==> src/rtl/sram_bus_arbiter.sv <==
// sram_bus_arbiter: shares one sram-like memory port between instruction
// fetch and the data (load/store) requester. Data normally wins, a starvation
// counter gives fetch one grant after STARVE_LIM lost cycles, and an in-order
// source FIFO routes each response back to the requester that issued it.
module sram_bus_arbiter #(
  parameter int MAX_OUTST  = 2,
  parameter int STARVE_LIM = 4
) (
  input  logic        clk,
  input  logic        reset,
  input  logic        inst_req,
  input  logic [31:0] inst_addr,
  output logic        inst_addr_ok,
  output logic        inst_data_ok,
  output logic [31:0] inst_rdata,
  input  logic        data_req,
  input  logic        data_wr,
  input  logic [1:0]  data_size,
  input  logic [3:0]  data_wstrb,
  input  logic [31:0] data_addr,
  input  logic [31:0] data_wdata,
  output logic        data_addr_ok,
  output logic        data_data_ok,
  output logic [31:0] data_rdata,
  output logic        mem_req,
  output logic        mem_wr,
  output logic [1:0]  mem_size,
  output logic [3:0]  mem_wstrb,
  output logic [31:0] mem_addr,
  output logic [31:0] mem_wdata,
  input  logic        mem_addr_ok,
  input  logic        mem_data_ok,
  input  logic [31:0] mem_rdata
);

  localparam int PTR_W = (MAX_OUTST > 1) ? $clog2(MAX_OUTST) : 1;
  localparam int CNT_W = $clog2(MAX_OUTST + 1);
  localparam int STV_W = $clog2(STARVE_LIM + 1);

  localparam logic SRC_INST = 1'b0;
  localparam logic SRC_DATA = 1'b1;

  typedef enum logic {
    LK_FREE = 1'b0,
    LK_HELD = 1'b1
  } lock_state_t;

  lock_state_t          lock_q, lock_nxt;
  logic                 locked_src;
  logic [STV_W-1:0]     starve_cnt;
  logic [MAX_OUTST-1:0] src_fifo;
  logic [PTR_W-1:0]     wr_ptr, rd_ptr;
  logic [CNT_W-1:0]     count;

  logic grant, grant_vld, full, empty, accept, pop, head_src;

  // Pointer advance with wrap at MAX_OUTST (not a power of two in general).
  function automatic logic [PTR_W-1:0] ptr_inc(input logic [PTR_W-1:0] p);
    return (p == PTR_W'(MAX_OUTST - 1)) ? '0 : p + PTR_W'(1);
  endfunction

  // Grant selection, request issue and acceptance, all combinational.
  always_comb begin
    grant = SRC_DATA;
    if (lock_q == LK_HELD)
      grant = locked_src;
    else if ((starve_cnt == STV_W'(STARVE_LIM)) && inst_req)
      grant = SRC_INST;
    else if (data_req)
      grant = SRC_DATA;
    else
      grant = SRC_INST;

    grant_vld = (grant == SRC_DATA) ? data_req : inst_req;
    full      = (count == CNT_W'(MAX_OUTST));
    empty     = (count == '0);
    mem_req   = grant_vld && !full && !reset;
    accept    = mem_req && mem_addr_ok;

    // A fetch is always a word read with no strobes or write data.
    if (grant == SRC_DATA) begin
      mem_wr    = data_wr;
      mem_size  = data_size;
      mem_wstrb = data_wstrb;
      mem_addr  = data_addr;
      mem_wdata = data_wdata;
    end else begin
      mem_wr    = 1'b0;
      mem_size  = 2'd2;
      mem_wstrb = 4'h0;
      mem_addr  = inst_addr;
      mem_wdata = 32'h0;
    end

    inst_addr_ok = accept && (grant == SRC_INST);
    data_addr_ok = accept && (grant == SRC_DATA);
  end

  // Response routing: a response with nothing outstanding is dropped.
  always_comb begin
    head_src     = src_fifo[rd_ptr];
    pop          = mem_data_ok && !empty && !reset;
    inst_data_ok = pop && (head_src == SRC_INST);
    data_data_ok = pop && (head_src == SRC_DATA);
    inst_rdata   = mem_rdata;
    data_rdata   = mem_rdata;
  end

  // Lock state register: holds the grant while downstream stalls a request.
  always_ff @(posedge clk) begin
    if (reset) lock_q <= LK_FREE;
    else       lock_q <= lock_nxt;
  end

  // Lock next state: engage on an unaccepted request, release on acceptance.
  always_comb begin
    lock_nxt = lock_q;
    case (lock_q)
      LK_FREE: if (mem_req && !mem_addr_ok) lock_nxt = LK_HELD;
      LK_HELD: if (accept)                  lock_nxt = LK_FREE;
      default: lock_nxt = LK_FREE;
    endcase
  end

  // Remember which source was stalled so the grant cannot switch under it.
  always_ff @(posedge clk) begin
    if ((lock_q == LK_FREE) && mem_req && !mem_addr_ok)
      locked_src <= grant;
  end

  // Starvation counter: counts cycles a pending fetch is not accepted.
  always_ff @(posedge clk) begin
    if (reset)
      starve_cnt <= '0;
    else if (!inst_req || inst_addr_ok)
      starve_cnt <= '0;
    else if (starve_cnt != STV_W'(STARVE_LIM))
      starve_cnt <= starve_cnt + STV_W'(1);
  end

  // Source FIFO control: pointers and occupancy.
  always_ff @(posedge clk) begin
    if (reset) begin
      wr_ptr <= '0;
      rd_ptr <= '0;
      count  <= '0;
    end else begin
      if (accept) wr_ptr <= ptr_inc(wr_ptr);
      if (pop)    rd_ptr <= ptr_inc(rd_ptr);
      case ({accept, pop})
        2'b10:   count <= count + CNT_W'(1);
        2'b01:   count <= count - CNT_W'(1);
        default: count <= count;
      endcase
    end
  end

  // Source FIFO storage: one bit per accepted transaction.
  always_ff @(posedge clk) begin
    if (accept) src_fifo[wr_ptr] <= grant;
  end

endmodule

==> config.mk <==
export PLATFORM = sky130hd
export DESIGN_NAME = sram_bus_arbiter
export DESIGN_NICKNAME = d
export VERILOG_FILES = /design/src/rtl/sram_bus_arbiter.sv
export SDC_FILE = /design/constraint.sdc
export NUM_CORES = 1
export LEC_CHECK = 0
export ABC_AREA = 1
export BUFFER_PORTS_ARGS = -buffer_cell sky130_fd_sc_hd__buf_2
export CAP_MARGIN = 20
export CORE_AREA = 2 2 110 112
export DETAILED_ROUTE_END_ITERATION = 12
export DIE_AREA = 0 0 112 114
export MAX_ROUTING_LAYER = met4
export PLACE_DENSITY = 0.46
export SYNTH_ARGS = -nofsm -noshare
export SYNTH_HDL_FRONTEND = slang
export SYNTH_SLANG_ARGS = --single-unit
==> constraint.sdc <==
create_clock -name clk -period 3.22 [get_ports clk]
set_clock_uncertainty 0.05 [all_clocks]
set_input_delay 0.644 -clock clk [delete_from_list [all_inputs] [get_ports clk]]
set_output_delay 0.644 -clock clk [all_outputs]
set_load 0.1 [all_outputs]
# Word-level counts from Yosys, hierarchy flattened
# Index checks and enable logic that the tools add are counted.
# word_totals
register_bits	11
output_inout_bits	140
wordCells	66
# op_classes
addsub	5
n_lt_le_gt_ge	3
eq_ne	5
muxes	20
bitwise	3
reduce_logical	23
# ops
operator	count
32-bit two-way mux	2
1-bit logical AND	14
1-bit two-way mux	12
1-bit logical NOT	5
2-bit == test, second input constant	2
1-bit by 2-bit less-than comparator with 1-bit output, second input constant	2
4-bit two-way mux	1
2-bit one-hot mux with 2 select lines	1
3-bit by 1-bit adder with 3-bit output, second input constant	1
3-bit == test, second input constant	1
3-bit inequality test, second input constant	1
1-bit NOT	3
1-bit adder, second input constant	2
2-bit by 1-bit adder with 2-bit output, second input constant	1
2-bit bitwise mux	1
2-bit by 1-bit == test with 1-bit output, second input constant	1
2-bit logical NOT	1
2-bit two-way mux	1
1-bit one-hot mux with 2 select lines	1
2-bit nonzero test	1
2-bit OR reduction	1
2-bit by 1-bit subtractor with 2-bit output, second input constant	1
1-bit demux with 1-bit select	1
1-bit greater-or-equal comparator, second input constant	1
1-bit logical OR	1

# Depth between registers and ports, before layout
# Gate-level depths: netlist (run 1).
# depth
depth_word	11
ltp_mapped	10
ltp_nobuf	10

# Worst setup path before layout (run 1)
# OpenSTA, ideal clock, no wires.
# synth_path
kind	input -> output
start	input port data_req
end	output port data_addr_ok
t_arrival_ps	2418
path_slack_ps	108
stages	7
path_buffers	1
path_cell_list	inv_1 nor2_1 nand2_2 nand2_4 inv_4 buf_2 nor2_1
# synth_between
elab_chain_len	8
# synth_lines
item	line_no	source
start: declaration	16	input logic data_req,
1-bit two-way mux	69	else if (data_req)
1-bit two-way mux	67	else if ((starve_cnt == STV_W'(STARVE_LIM)) && inst_req)
1-bit two-way mux	65	if (lock_q == LK_HELD)
1-bit two-way mux	74	grant_vld = (grant == SRC_DATA) ? data_req : inst_req;
1-bit logical AND (2 in a row)	77	mem_req = grant_vld && !full && !reset;
1-bit logical AND	78	accept = mem_req && mem_addr_ok;
1-bit logical AND *	96	data_addr_ok = accept && (grant == SRC_DATA);
end: declaration	22	output logic data_addr_ok,
# Mark *: on every way between the ends. The rest lies on a longest branch, timed or not.

# Worst setup path after layout (run 1)
# layout_path
start	register starve_cnt[0]
end	output port mem_addr[29]
# layout_between
elab_chain_len	5
# layout_lines
item	line_no	source
start: declaration	50	logic [STV_W-1:0] starve_cnt;
start signal: assignment	138	starve_cnt <= starve_cnt + STV_W'(1);
3-bit == test	67	
1-bit logical AND	67	
1-bit two-way mux	67	
1-bit two-way mux	65	
32-bit two-way mux	81	if (grant == SRC_DATA) begin
end: declaration	29	output logic [31:0] mem_addr,
# No other way between the ends.

==> impl_metrics.yaml, run 1 <==
timing:
  fin_tns_setup_ps: 0
  timing.final.crit_share_pct: 81.7
  max_freq_mhz: 380
  hold_viol: 0
  fin_ws_ps: 589
  slew_headroom_pct: 67.1
  setup_viol: 0
  max_slew.worst_pin.slew_ps: 498
  final_max_slew_viol_count: 0
  period_minus_slack_ps: 2630
  grt_setup_unrepaired: "false"
placement:
  gp_congestion: 0.770
  post-dp-hpwl_mm: 5.71
  dp.cells: 587
  place_ws_ps: 622
  io_buffers: 184
  place_area_sq_um: 3510
global_route:
  grt-ovfl-total: 0
  grt.total_usage_pct: 9.45
  grt_pass1_wl_mm: 9.56
  grt_pass1_vias: 2050
  grt_start_max_net_pins: 36
  grt_antenna_before_repair: 0
job:
  drv_cap: 0
die:
  core_area_sq_um: 11700
  die_height_um: 114
  rows: 40
  num_io_pins: 281
  die_w_um: 112
  initial_core_util_pct: 15.4
  fp.dieArea_sq_um: 12800
clocking:
  cts_sinks: 11
  numCtsBuffers: 3
  cts_hold_buf: 0
  cts_tree: "yes"
  clk_pin_slew_ps: 40
  post_cts_buffers: 0
  cts-root-buf: "clkbuf_16"
  ctsLongestPathBuffers: 2
  ctsResizeCount: 0
  clkLatencyLatePin_ps: 240
  cts_max_level: 1
detailed_routing:
  post_drt_wl_per_cell_um: 11.0
  vias_per_cell: 3.75
  drc_errors: 0
  vias: 2215
  first_pass_iters: 4
  routed_wl_mm: 6.48
  ant_nets: 0
  drt_iter0_markers: 46
cells_and_area:
  fillCellCount: 1264
  fin_area_sq_um: 3590
  fin_cells: 591
  drive_gt1_share_pct: 45.5
  nNetsFinal: 589
  antenna_cells: 0
  area_growth_pct: 99.2
logic_synthesis:
  synth_edf_count: 3
  yosys.area.top_type_share_pct: 27.5
  synthesis.instances: 326
  async_flop_share_pct: 0
  ys_ff_latch: 11
  syn_avg_cell_area_sq_um: 5.52
  netlist_area_sq_um: 1800
  synth_area_leader_cell: "buf_4"
  synth_nets: 470
  post_synth_main_area_contributors: "buf_4 (28%), nand2_1 (22%), inv_1 (11%), nor2_1 (11%), dfxtp_1 (8.9%)"
  yosysWarnings: 0
  synth.most_common_cell: "nand2_1"
  seq_area_frac_synth_pct: 13.9
  synthFlopType: "dfxtp_1"
  synthTopCellsByCount: "nand2_1 (104), buf_4 (66), inv_1 (52)"
  synth.distinct_cells: 25
setup_path:
  crit_top_cell: "nand2_1"
  worstPathCellList: "inv_1, ha_1, nand3_1, nand2_2, nand2_4, buf_4, nand2_1, nand2_1, buf_12"
  slowest_stage: "buf_4"
  start_kind: "flop"
  cpPeakStageDelay_ps: 340
  cp_num_buf_inv: 3
  worstPathRequired_ps: 2530
  critPathTopFamily: "buffers and inverters"
  cp-end-kind: "output port"
  arrival_ps: 1940
  crit_path_max_fanout: 35
  worstSetupPathType: "reg -> out"
power:
  leakagePower_nw: 2.01
  power_density_nw_per_um2: 489
  irDropWorstVdd_mv: 0.217
min_path:
  min_path_type: "reg -> reg"
status:
  outcome: "finished clean"
==> stage by stage <==
stage / util [%] / total power [W] / hold WS, ps
global placement: 30.0 / 0.00154 / 413
finish: 30.6 / 0.00176 / 427
floorplan: - / 0.00138 / 398
detailed placement: 30.0 / 0.00155 / 425
CTS: 30.6 / 0.00177 / 431
global route: 30.6 / 0.00183 / 460
==> final timing paths <==
| path | start | slack, ps | end | cells after the start |
|---|---|---|---|---|
| worst max-delay path | starve_cnt[0]$_SDFFE_PP0P_ | 590 | mem_addr[29] | 9 |
| worst min-delay path | rd_ptr$_SDFFE_PP0P_ | 430 | rd_ptr$_SDFFE_PP0P_ | 2 |
| worst max register to register | starve_cnt[0]$_SDFFE_PP0P_ | 1380 | count[1]$_SDFFE_PP0P_ | 10 |
| worst min register to register | rd_ptr$_SDFFE_PP0P_ | 430 | rd_ptr$_SDFFE_PP0P_ | 2 |
==> area by class of cell <==
class	count	area [sq um]	area share (%)
clock buffers	4	78.8	2.20
repair buffers	188	2060	57.4
inverters	55	209	5.82
multi-input cells	186	806	22.5
flip-flops and latches	11	250	6.98
well taps	147	184	5.13
==> registers in the layout, summed over array words and instances, names as in the netlist, named ones only <==
signal,count
starve_cnt,3
wr_ptr,1
src_fifo,2
rd_ptr,1
locked_src,1
count,2
==> power breakdown <==
part	total (W)	internal (W)	switching, W
sequential	0.000159	0.000152	0.00000623
combinational	0.00137	0.000449	0.000924
clock	0.000223	0.000166	0.0000570
==> layer usage <==
layer	global-route usage, %	part of all wire, %
met5	-	0
met4	2.36	2.2
met3	2.71	11
met2	16.8	49
met1	10.5	38
==> worst register-to-register path, stage by stage (launching register included) <==
cell and delay (ps):
dfxtp_1 330, inv_1 70, ha_1 220, nand3_1 100, nand2_2 80, nand3_1 160, nand3_4 120, ha_1 290
inv_1 60, and3_1 170, nor3_1 130
==> cells in the final DEF (no fill, tap or decap) <==
cell / instances
and3_1: 1
ha_1: 3
nor2_1: 51
nand3_1: 2
or2_1: 1
inv_1: 52
buf_4: 3
dfxtp_1: 8
nand3b_1: 1
nor2_2: 1
nor2_4: 1
nor3_1: 2
inv_4: 1
edfxtp_1: 3
xor2_1: 2
buf_2: 111
nand4_1: 2
inv_2: 2
clkbuf_1: 1
a21oi_1: 3
buf_12: 74
clkbuf_16: 3
nand2_1: 104
nand3_4: 1
nand2_2: 3
nand2_4: 1
o21ai_0: 6
or2_2: 1
==> cells by family after synthesis <==
group,Yosys count,synth area share (%)
and+or+nand+nor,172,39.2
buffers and inverters,129,41.3
DFF,11,13.9
adders and majority gates,3,2.09
AOI/OAI and AO/OA,9,2.50
xor gates and xnor gates,2,0.973
Power figures use the tool's default switching activity.
==> run 2: changes to the inputs <==
--- a/config.mk
+++ b/config.mk
@@ -8,11 +8,11 @@
 export ABC_AREA = 1
 export BUFFER_PORTS_ARGS = -buffer_cell sky130_fd_sc_hd__buf_2
 export CAP_MARGIN = 20
-export CORE_AREA = 2 2 110 112
+export CORE_AREA = 2 2 109 111
 export DETAILED_ROUTE_END_ITERATION = 12
-export DIE_AREA = 0 0 112 114
+export DIE_AREA = 0 0 111 113
 export MAX_ROUTING_LAYER = met4
-export PLACE_DENSITY = 0.46
+export PLACE_DENSITY = 0.47
 export SYNTH_ARGS = -nofsm -noshare
 export SYNTH_HDL_FRONTEND = slang
 export SYNTH_SLANG_ARGS = --single-unit
==> constraint.sdc (replaced) <==
create_clock -name clk -period 2.58 [get_ports clk]
set_clock_uncertainty 0.05 [all_clocks]
set_input_delay 0.516 -clock clk [delete_from_list [all_inputs] [get_ports clk]]
set_output_delay 0.516 -clock clk [all_outputs]
set_load 0.1 [all_outputs]
==> run 2 against run 1 <==
Setup slack lost 430 ps. Cell area grew 0.28%. Wire length grew 9.7%. Clock power grew 24%. Combinational power grew 26%. Power grew 25%. Via count shrank 0.41%. Register-to-register slack lost 680 ps.
==> impl_metrics.yaml, run 2 (synthesized netlist as in run 1, its figures left out) <==
clocking:
  cts_hold_buf: 0
  cts-root-buf: "clkbuf_16"
  clk_pin_slew_ps: 40
  clkLatencyLatePin_ps: 230
  post_cts_buffers: 0
  ctsLongestPathBuffers: 2
  ctsResizeCount: 0
  cts_tree: "yes"
  cts_sinks: 11
  cts_max_level: 1
  numCtsBuffers: 3
power:
  pwr-share-clk_pct: 12.6
  irDropWorstVdd_mv: 0.259
  combPwrFrac_pct: 78.4
  p_switching_w: 0.00123
  netSwitchingFraction_pct: 56.3
  pwr-share-seq_pct: 9.0
  leakagePower_nw: 2.01
  power_w: 0.00219
  p_int_w: 0.000960
  power_density_nw_per_um2: 610
setup_path:
  start_kind: "flop"
  cp_num_buf_inv: 4
  cp-end-kind: "output port"
  worstSetupPathType: "reg -> out"
  arrival_ps: 1860
  critPathTopFamily: "buffers and inverters"
  worstPathCellList: "inv_1, ha_1, nand3_1, nand2_2, nand2_4, inv_4, buf_6, nand2_1, nand2_1, buf_12"
  crit_path_max_fanout: 24
  slowest_stage: "dfxtp_1"
  cpPeakStageDelay_ps: 300
  worstPathRequired_ps: 2010
  crit_top_cell: "nand2_1"
global_route:
  grtUsageMet1_pct: 10.4
  grt_antenna_before_repair: 0
  grt-ovfl-total: 0
  grt.busiest_layer: "met2"
  grt_pass1_vias: 2083
  grt_start_max_net_pins: 46
  grt_use_met3_pct: 3.21
  grtUsageMet2_pct: 21.1
  grt.total_usage_pct: 10.7
  grt_pass1_wl_mm: 10.6
cells_and_area:
  final_cell_mix: "buf_2 (111), nand2_1 (104), buf_12 (74)"
  regArea_sq_um: 250
  top_register: "starve_cnt"
  fillCellCount: 1180
  largest_register_ffs: 3
  fin_area_sq_um: 3600
  top_regs: "starve_cnt x3, count x2, src_fifo x2"
  layout_commonest_cell: "buf_2"
  multiInputGateArea_sq_um: 821
  drive_gt1_share_pct: 46.7
  finish.utilization_pct: 31.9
  nNetsFinal: 588
  antenna_cells: 0
  area_growth_pct: 99.8
timing:
  max_freq_mhz: 413
  hold_viol: 0
  timing.final.crit_share_pct: 93.9
  setup_viol: 0
  period_minus_slack_ps: 2420
  fin_tns_setup_ps: 0
  max_slew.worst_pin.slew_ps: 510
  grt_setup_unrepaired: "false"
  slew_headroom_pct: 66.3
  final_max_slew_viol_count: 0
die:
  die_height_um: 113
  fp.dieArea_sq_um: 12500
  die_w_um: 111
  initial_core_util_pct: 16.0
  num_io_pins: 281
  core_area_sq_um: 11300
  rows: 39
placement:
  place_area_sq_um: 3510
  gp_congestion: 0.897
  io_buffers: 184
  post-dp-hpwl_mm: 6.38
detailed_routing:
  drt_iter0_markers: 104
  routed_wl_mm: 7.11
  vias_per_cell: 3.76
  ant_nets: 0
  vias: 2206
  drc_errors: 0
  post_drt_wl_per_cell_um: 12.1
  first_pass_iters: 4
job:
  drv_cap: 0
min_path:
  min_path_type: "reg -> reg"
status:
  outcome: "finished clean"
[run 2: changes by cell type in the layout (fill, tap and decap cells not counted)]
cell / delta
buf_4: -3
buf_6: +2
nor2_2: +6
nor2_1: -6
[run 2: area by class of cell]
| cell class | instances | area share [%] |
|---|---|---|
| Sequential cell | 11 | 6.96 |
| Clock buffer | 4 | 2.19 |
| Tap cell | 143 | 4.97 |
| Multi-Input combinational cell | 186 | 22.8 |
| Timing Repair Buffer | 187 | 57.3 |
| Inverter | 55 | 5.81 |
[run 2: routing by layer]
| metal | up-vias | share of wire, % |
|---|---|---|
| li1 | 1108 | - |
| met1 | 920 | 34 |
| met2 | 174 | 55 |
| met3 | 4 | 11 |
| met4 | 0 | 0.83 |
| met5 | - | 0 |
[run 2: final timing paths]
path	slack, ps	cells after the start	endpoint	startpoint
worst max-delay path	160	10	mem_addr[31]	starve_cnt[0]$_SDFFE_PP0P_
worst min-delay path	460	2	rd_ptr$_SDFFE_PP0P_	rd_ptr$_SDFFE_PP0P_
worst max register to register	700	10	count[1]$_SDFFE_PP0P_	starve_cnt[0]$_SDFFE_PP0P_
worst min register to register	460	2	rd_ptr$_SDFFE_PP0P_	rd_ptr$_SDFFE_PP0P_
[run 2: worst reg2reg max path: stages, from the launching register on]
cell	delay (ps)
dfxtp_1	320
inv_1	70
ha_1	220
nand3_1	110
nand2_2	80
nand3_1	150
nand3_4	130
ha_1	290
inv_1	60
and3_1	160
nor3_1	140
[run 2: per-stage QoR]
step / worst slack [ps] / hold slack (ps) / std cells
after global placement: 276 / 414 / 582
after CTS: 54.2 / 457 / 586
after global routing: 46.3 / 482 / 586
after floorplan: -282 / 398 / 326
final: 159 / 455 / 586
after detailed placement: 258 / 453 / 582
[run 2: power by group through the flow]
| stage | registers (W) | clock network (W) | logic [W] |
|---|---|---|---|
| after floorplan | 0.000199 | 0 | 0.00153 |
| after global placement | 0.000200 | 0 | 0.00172 |
| after detailed placement | 0.000201 | 0 | 0.00173 |
| after CTS | 0.000198 | 0.000285 | 0.00173 |
| after global routing | 0.000200 | 0.000294 | 0.00178 |
| final | 0.000198 | 0.000277 | 0.00172 |
==> run 3: changes to the inputs <==
--- a/config.mk
+++ b/config.mk
@@ -9,9 +9,9 @@
 export BUFFER_PORTS_ARGS = -buffer_cell sky130_fd_sc_hd__buf_2
 export CAP_MARGIN = 20
 export CORE_AREA = 2 2 109 111
+export CTS_CLUSTER_SIZE = 30
 export DETAILED_ROUTE_END_ITERATION = 12
 export DIE_AREA = 0 0 111 113
-export MAX_ROUTING_LAYER = met4
 export PLACE_DENSITY = 0.47
 export SYNTH_ARGS = -nofsm -noshare
 export SYNTH_HDL_FRONTEND = slang
==> run 3 against run 2 <==
Sequential power about the same. First-iteration DRC count shrank 1.9%. Non-clock buffer count is the same. Count of clock-buffer cells in the layout is the same. Sequential share of layout area unchanged. Worst hold slack barely moved. Critical path depth unchanged. Global-route usage decreased by 0.31 points. Clock power about the same. Largest cell class unchanged. Largest power group unchanged. Highest routed layer unchanged.
==> impl_metrics.yaml, run 3 (synthesized netlist as in run 1, its figures left out) <==
timing:
  setup_viol: 0
  grt_setup_unrepaired: "false"
  timing.final.crit_share_pct: 93.8
  hold_viol: 0
  slew_headroom_pct: 66.3
  max_slew.worst_pin.slew_ps: 510
  fin_tns_setup_ps: 0
  timing.hold.ws_ps: 455
  final_max_slew_viol_count: 0
  period_minus_slack_ps: 2420
  max_freq_mhz: 413
setup_path:
  cp-end-kind: "output port"
  slowest_stage: "dfxtp_1"
  cp_num_buf_inv: 4
  crit_top_cell: "nand2_1"
  startpoint: "starve_cnt[0]$_SDFFE_PP0P_"
  critPathTopFamily: "buffers and inverters"
  start_kind: "flop"
  worstSetupPathType: "reg -> out"
  reg2reg_from: "starve_cnt[0]$_SDFFE_PP0P_"
  worstPathCellList: "inv_1, ha_1, nand3_1, nand2_2, nand2_4, inv_4, buf_6, nand2_1, nand2_1, buf_12"
  cpPeakStageDelay_ps: 300
  crit_path_max_fanout: 24
  arrival_ps: 1860
  worstPathRequired_ps: 2010
placement:
  post-dp-hpwl_mm: 6.38
  io_buffers: 184
  gp_congestion: 0.883
  place_area_sq_um: 3510
die:
  num_io_pins: 281
  die_w_um: 111
  fp.dieArea_sq_um: 12500
  initial_core_util_pct: 16.0
  core_area_sq_um: 11300
  die_height_um: 113
  rows: 39
detailed_routing:
  vias: 2196
  drc_errors: 0
  first_pass_iters: 4
  ant_nets: 0
  vias_per_cell: 3.75
  routed_wl_mm: 7.10
  drt_iter0_markers: 102
  post_drt_wl_per_cell_um: 12.1
cells_and_area:
  fillCellCount: 1180
  fin_area_sq_um: 3600
  top_register: "starve_cnt"
  drive_gt1_share_pct: 46.7
  layout_commonest_cell: "buf_2"
  regArea_sq_um: 250
  nNetsFinal: 588
  largest_register_ffs: 3
  finish.utilization_pct: 31.9
  multiInputGateArea_sq_um: 821
  area_growth_pct: 99.8
  top_regs: "starve_cnt x3, count x2, src_fifo x2"
  antenna_cells: 0
  final_cell_mix: "buf_2 (111), nand2_1 (104), buf_12 (74)"
clocking:
  cts-root-buf: "clkbuf_16"
  cts_tree: "yes"
  cts_max_level: 1
  clkLatencyLatePin_ps: 230
  cts_sinks: 11
  ctsLongestPathBuffers: 2
  clk_pin_slew_ps: 40
  numCtsBuffers: 3
  post_cts_buffers: 0
power:
  irDropWorstVdd_mv: 0.259
  leakagePower_nw: 2.01
  power_density_nw_per_um2: 610
min_path:
  hold_path_startpoint: "rd_ptr$_SDFFE_PP0P_"
  min_path_type: "reg -> reg"
global_route:
  grt_pass1_wl_mm: 10.6
  grt-ovfl-total: 0
  grt.total_usage_pct: 10.3
  grt_antenna_before_repair: 0
  grt_pass1_vias: 2087
  grt_start_max_net_pins: 46
job:
  drv_cap: 0
status:
  outcome: "finished clean"
-- run 3: cell counts in the layout (fill, tap and decap cells not counted) --
No cell type changed its count.
-- run 3: final timing paths --
path | endpoint | depth (start not counted) | slack [ps]
worst max-delay path | mem_addr[31] | 10 | 160
worst min-delay path | rd_ptr$_SDFFE_PP0P_ | 2 | 460
worst max register to register | count[1]$_SDFFE_PP0P_ | 10 | 700
worst min register to register | rd_ptr$_SDFFE_PP0P_ | 2 | 460
-- run 3: final cells by class --
type	instances	share of cell area (%)
timing repair buffer	187	57.3
sequential	11	6.96
multi-input combinational	186	22.8
inverter	55	5.81
tap	143	4.97
clock buffer	4	2.19
-- run 3: metrics by stage --
step,setup WS [ps],total power (W),instances
6_report,159,0.00219,586
5_1_grt,46.3,0.00227,586
4_1_cts,54.2,0.00221,586
3_5_place_dp,258,0.00193,582
3_3_place_gp,276,0.00192,582
2_1_floorplan,-282,0.00173,326
-- run 3: worst reg2reg max path, cell delays in order (launching register included) --
cell     delay [ps]
dfxtp_1         320
inv_1            70
ha_1            220
nand3_1         110
nand2_2          80
nand3_1         150
nand3_4         130
ha_1            290
inv_1            60
and3_1          160
nor3_1          140
-- run 3: metal layers --
metal	global-route usage (%)	wire [um]	up-vias
met4	1.75	59	0
met1	10.3	2380	912
met5	0	0	-
met3	3.37	765	4
li1	-	-	1108
met2	21.1	3890	172
-- run 3: timing repair --
item                       CTS  global route
setup endpoints to repair    0             4
hold buffers                 0             0
resized for setup            0             2
-- run 3: power breakdown --
group / leakage (nW) / internal [W] / switching, W
Combinational: 1.88 / 0.000563 / 0.00116
Sequential: 0.0930 / 0.000190 / 0.00000795
Clock: 0.0382 / 0.000207 / 0.0000700
Total: 2.01 / 0.000960 / 0.00123
